## src/rtl/priority_arbiter_n.sv

```systemverilog
// priority_arbiter_n: registered N-input priority arbiter with grant handshake.
// Samples W when en is high and no grant is held (or the held grant is being
// released with done). The winning index is registered into Y with z/busy
// marking a live grant. The grant is held until done.
// Build option: define ROUND_ROBIN_EN to get rotating priority. The search
// starts at ptr and descends with wrap. Otherwise fixed MSB-first priority.
module priority_arbiter_n #(
  parameter int N  = 8,
  parameter int IW = $clog2(N)
) (
  input  logic          clk,
  input  logic          rst_n,
  input  logic [N-1:0]  W,
  input  logic          en,
  input  logic          done,
  output logic [IW-1:0] Y,
  output logic          z,
  output logic          busy
);

  typedef enum logic {IDLE = 1'b0, GRANT = 1'b1} state_t;

  state_t        state, state_nxt;
  logic [IW-1:0] win;
  logic          take, load, clr;

  assign take = en && (|W);

`ifdef ROUND_ROBIN_EN
  logic [IW-1:0] ptr;

  // Rotating search: offset 0 (ptr itself) is checked last so it wins,
  // then ptr-1, ... wrapping below 0 back to N-1.
  always_comb begin
    int            idx;
    logic [IW-1:0] sel;
    win = '0;
    idx = 0;
    sel = '0;
    for (int k = N - 1; k >= 0; k--) begin
      idx = int'(ptr) - k;
      if (idx < 0) idx = idx + N;
      sel = IW'(idx);
      if (W[sel]) win = sel;
    end
  end

  // Pointer moves just below the index granted, so that index is served last next time.
  always_ff @(posedge clk or negedge rst_n) begin
    if (!rst_n)    ptr <= IW'(N - 1);
    else if (load) ptr <= (win == '0) ? IW'(N - 1) : win - IW'(1);
  end
`else
  // Fixed priority: scan upward so the highest set bit is the last assignment.
  always_comb begin
    win = '0;
    for (int i = 0; i < N; i++) begin
      if (W[i]) win = IW'(i);
    end
  end
`endif

  // Next state plus Y load/clear strobes; W and en only matter when not holding.
  always_comb begin
    state_nxt = state;
    load      = 1'b0;
    clr       = 1'b0;
    case (state)
      IDLE: begin
        if (take) begin
          state_nxt = GRANT;
          load      = 1'b1;
        end
      end
      GRANT: begin
        if (done) begin
          if (take) begin
            load = 1'b1;
          end else begin
            state_nxt = IDLE;
            clr       = 1'b1;
          end
        end
      end
      default: begin
        state_nxt = IDLE;
        clr       = 1'b1;
      end
    endcase
  end

  // State register.
  always_ff @(posedge clk or negedge rst_n) begin
    if (!rst_n) state <= IDLE;
    else        state <= state_nxt;
  end

  // Granted index. It is zeroed on release, so Y is 0 whenever z is 0.
  always_ff @(posedge clk or negedge rst_n) begin
    if (!rst_n)    Y <= '0;
    else if (load) Y <= win;
    else if (clr)  Y <= '0;
  end

  assign z    = (state == GRANT);
  assign busy = z;

endmodule

```

## config.mk

```make
export PLATFORM = sky130hd
export DESIGN_NAME = priority_arbiter_n
export DESIGN_NICKNAME = d
export VERILOG_FILES = /design/src/rtl/priority_arbiter_n.sv
export SDC_FILE = /design/constraint.sdc
export NUM_CORES = 1
export LEC_CHECK = 0
export CORE_AREA = 2 2 39 41
export DETAILED_ROUTE_END_ITERATION = 7
export DIE_AREA = 0 0 41 43
export GPL_TIMING_DRIVEN = 1
export PLACE_DENSITY = 0.53
export REMOVE_ABC_BUFFERS = 1
export SYNTH_ARGS = -nofsm -noshare
export SYNTH_HDL_FRONTEND = slang
export SYNTH_SLANG_ARGS = --single-unit
export TNS_END_PERCENT = 50
```

## constraint.sdc

```tcl
create_clock -name clk -period 1.42 [get_ports clk]
set_input_delay 0.355 -clock clk [delete_from_list [all_inputs] [get_ports clk]]
set_output_delay 0.355 -clock clk [all_outputs]
set_load 0.01 [all_outputs]
```

---- After elaboration in Yosys (flattened, before gate mapping) ----
Cells that the tools add are included.
storage, ports and cells
  register bits after elaboration ......... 4
  latch bits .............................. 0
  bits in writable memories ............... 0
  memory bits (read-only) ................. 0
  input bits .............................. 12
  output and inout bits ................... 5
  logic and storage cells ................. 23
  memories ................................ 0
cells by class
  $add $sub $neg .......................... 0
  $mul .................................... 0
  divide/modulo/power cells ............... 0
  $lt $le $gt $ge ......................... 0
  equal/unequal tests ..................... 0
  shifts and indexed selects .............. 0
  mux-type cells .......................... 17
  bitwise logic cells ..................... 1
  reduce and logical (&&, ||, !) cells .... 3
operators by type and width
  operator             count
  $mux W3              6
  $reduce_or A8 Y1     1
  $mux W1              7
  $mux W2              2
  $pmux W1 S2          2
  $reduce_bool A2 Y1   1
  $logic_and A1 B1 Y1  1
  $not A1 Y1           1

---- Logic depth before layout (Yosys ltp) ----
  depth in word-level cells ............... 8
  depth in mapped cells ................... 4
  gate-level depth less buffers ........... 4

---- Least setup slack after synthesis ----
Ideal clock, no wire load.
  path kind ............................... input port to flip-flop
  start point ............................. in W[5]
  end point ............................... reg Y[0]
  setup time .............................. 67 ps
  arrival ................................. 1,048 ps
  data required time ...................... 1,353 ps
  slack ................................... 305 ps
  stages on the path ...................... 4
  path through ............................ nor4_4 a31oi_1 o21ai_2 a32o_1
between the ends
  word-level cells in the longest chain between the ends .. 6
ends and longest elaborated chain
  item                                                  line    text
  start: declaration                                    13      input logic [N-1:0] W,
  $reduce_or A8 Y1                                      27      assign take = en && (|W);
  $logic_and A1 B1 Y1                                   27
  $mux W1 (on tied branches)                            70, 77
  $mux W1                                               76      if (done) begin
  $pmux W1 S2 / $mux W1 (equally long branches)         68      case (state)
  $mux W3 / $reduce_bool A2 Y1 (equally long branches)  --
  end signal: assignment                                101     else if (load) Y <= win;
  end: declaration                                      16      output logic [IW-1:0] Y,
Parallel ways exist; a longest one is shown, timed or not.
A chain may end at the register's enable or synchronous reset.

---- Worst setup path after layout ----
Ends and elaborated chain as after synthesis.

==> metrics.yaml <==
status:
  status: "completed"
clocking:
  cts-hold-fix-buffers: 0
  root_buffer: "clkbuf_4"
  clk_pin_slew_ns: 0.04
  clock_latency_ns: 0.23
  cts_sinks: 4
  cts_tree: "done"
  htree_levels: 1
  numCtsBuffers: 3
  cts_buffer_depth: 2
timing:
  finClkSkew_ns: 0.00159
  min_period_ns: 1.38
  period_share_pct: 97.1
  final.setup.worst_slack_ns: 0.0409
  slew-limit-headroom_pct: 83.3
  rsz0062_at_grt: "no"
  tightest_slew_ns: 0.249
  clock.fmax_mhz: 725
  fin_setup_tns_ns: 0
  maxSlewViolCount: 0
  final-setup-viol-count: 0
  hold_violations: 0
floorplan:
  coreArea_mm2: 0.00138
  start_util_pct: 16.9
  die_y_um: 43
  die_w_um: 41
  rows: 14
  ios: 17
  fp.dieArea_mm2: 0.00176
routing:
  drtIter0Drc: 1
  routed_wl_um: 653
  vias: 271
  antenna_left: 0
  viasPerCell: 4.17
  wire_per_inst_um: 10.0
  drc_errors: 0
  dr.pass1.iters: 2
synth:
  synthCells: 24
  ys_ff_latch: 4
  avgSynthCellArea_um2: 9.75
  synth.area.top_cells: "dfrtp_1, nor4_4, o2bb2ai_1, nand2b_1, inv_1"
  synth_cell_types: 14
  ys_warn_count: 0
  synth_top_cell_area_share_pct: 42.8
  yosysMostFrequentCell: "dfrtp_1"
  ys_async_sr_fraction_pct: 100
  synth_commonest_cells: "dfrtp_1, inv_1"
  syn_area_um2: 234
  yosysSeqAreaShare_pct: 42.8
  synthFlopType: "dfrtp_1"
  synth-edff-count: 0
  yosysTopAreaCell: "dfrtp_1"
final_layout:
  nets: 63
  syn_to_final_growth_pct: 109
  fillers: 162
  num_antenna_cells: 0
  drive_above_1_share_pct: 26.5
critical_path:
  slowest_delay_ns: 0.52
  crit_chain: "clkdlybuf4s50_1, nor4_4, a31oi_2, o21ai_2, a32o_1"
  cp-start-kind: "primary input"
  critPathMaxFanout: 3
  critPathCaptureType: "flop"
  crit_path_top_delay_cell: "clkdlybuf4s50_1"
  setup.worst_path.class: "primary input to flop"
  cp.buffers_inverters: 1
  crit_family: "compound AO/OA/AOI/OAI gates"
  critPathRequiredTime_ns: 1.53
  cp.arrival_ns: 1.49
pwr:
  p_per_area_mw_per_mm2: 786
  p_leak_nw: 0.241
  clkPwrFrac_pct: 36.2
  power_frac_comb_pct: 28.8
  p_sw_mw: 0.0970
  seqPwrFrac_pct: 35.0
  cellInternalPower_mw: 0.287
  swShare_pct: 25.2
  vdd_ir_drop_max_mv: 0.295
global_route:
  grt_pass1_vias: 252
  grt_pass1_wl_um: 1010
  grt_max_degree: 5
  grt_usage_pct: 9.17
  overflow: 0
  antenna_found_initial: 0
placed_design:
  place_congestion: 0.676
  place_hpwl_um: 539
  place_ws_ns: -0.274
  port_buffers: 16
run:
  cap_viol_max_count: 0
worst_hold_path:
  hold_path.class: "primary input to async pin"
[timing repair]
item | 4_1_cts | 5_1_grt
setup endpoints to repair | 8 | 3
resized for setup | 5 | 4
pin swaps | 0 | 3
setup buffers | 0 | 1
gates cloned | 0 | 0
hold endpoints to repair | 0 | 0
[layer usage]
layer	share of wire, %	global-route usage (%)	up-vias
met1	40	10.4	120
met5	0	0	-
met2	47	11.9	12
met4	2.9	10.0	0
li1	-	-	137
met3	9.6	3.14	2
[cells by family after synthesis]
family	after synthesis	share of synthesized area [%]
simple gates	8	23.5
compound gates	8	25.7
flops	4	42.8
buf+inv	4	8.02
[metrics by stage]
step / total power [mW] / std cells / hold WS [ns] / util (%) / area [um^2]
floorplan: 0.171 / 23 / 0.0594 / - / 226
global placement: 0.258 / 61 / 0.491 / 32.6 / 452
detailed placement: 0.258 / 61 / 0.491 / 32.6 / 452
CTS: 0.393 / 64 / 0.316 / 33.8 / 468
global route: 0.423 / 65 / 0.323 / 35.4 / 489
finish: 0.384 / 65 / 0.318 / 35.4 / 489
[path summary, 6_finish.rpt]
check / cells past startpoint / slack (ns) / end / startpoint
worst min-delay path: 1 / 0.32 / Y[1] / rst_n
worst max register to register: 3 / 0.45 / Y[0] / busy
worst max-delay path: 5 / 0.04 / Y[0] / W[5]
max in group asynchronous: 1 / 0.94 / Y[0] / rst_n
min in group clk: 1 / 0.48 / Y[2] / Y[2]
worst min register to register: 1 / 0.48 / Y[2] / Y[2]
[state kept, by name (all words and copies together) (netlist names)]
signal,flops
busy,1
Y,3
[worst register-to-register path: cells and delay by family (launching register included)]
family	cells	cell delay (ns)
compound gates	2	0.30
flops	1	0.40
simple gates	1	0.16
[power by group through the flow]
stage                     clock network [mW]  logic [mW]  registers (mW)
after floorplan                            0      0.0270           0.144
final                                  0.139       0.111           0.134
after global routing                   0.166       0.121           0.137
after global placement                     0       0.120           0.138
after CTS                              0.147       0.111           0.135
after detailed placement                   0       0.121           0.137
[cell usage in the layout (no fill, tap or decap)]
cell type / instances
clkdlybuf4s50_1: 8
buf_4: 7
dlygate4sd2_1: 5
dfrtp_1: 4
inv_1: 3
clkbuf_4: 3
dlymetal6s2s_1: 3
nor2_1: 2
nand2b_1: 2
a21oi_1: 2
o2bb2ai_1: 2
nor3_1: 2
nor4_4: 1
a31oi_2: 1
o31ai_1: 1
o21ai_2: 1
a32o_1: 1
nand2_1: 1
[cell type report]
cell class / count / area, um^2 / area share (%)
clock buffers: 3 / 22.5 / 4.60
inverters: 3 / 11.3 / 2.30
multi-input cells: 16 / 121 / 24.8
flip-flops and latches: 4 / 100 / 20.5
well taps: 16 / 20.0 / 4.09
repair buffers: 23 / 214 / 43.7
Note: power is estimated with default switching activity, not from simulation.
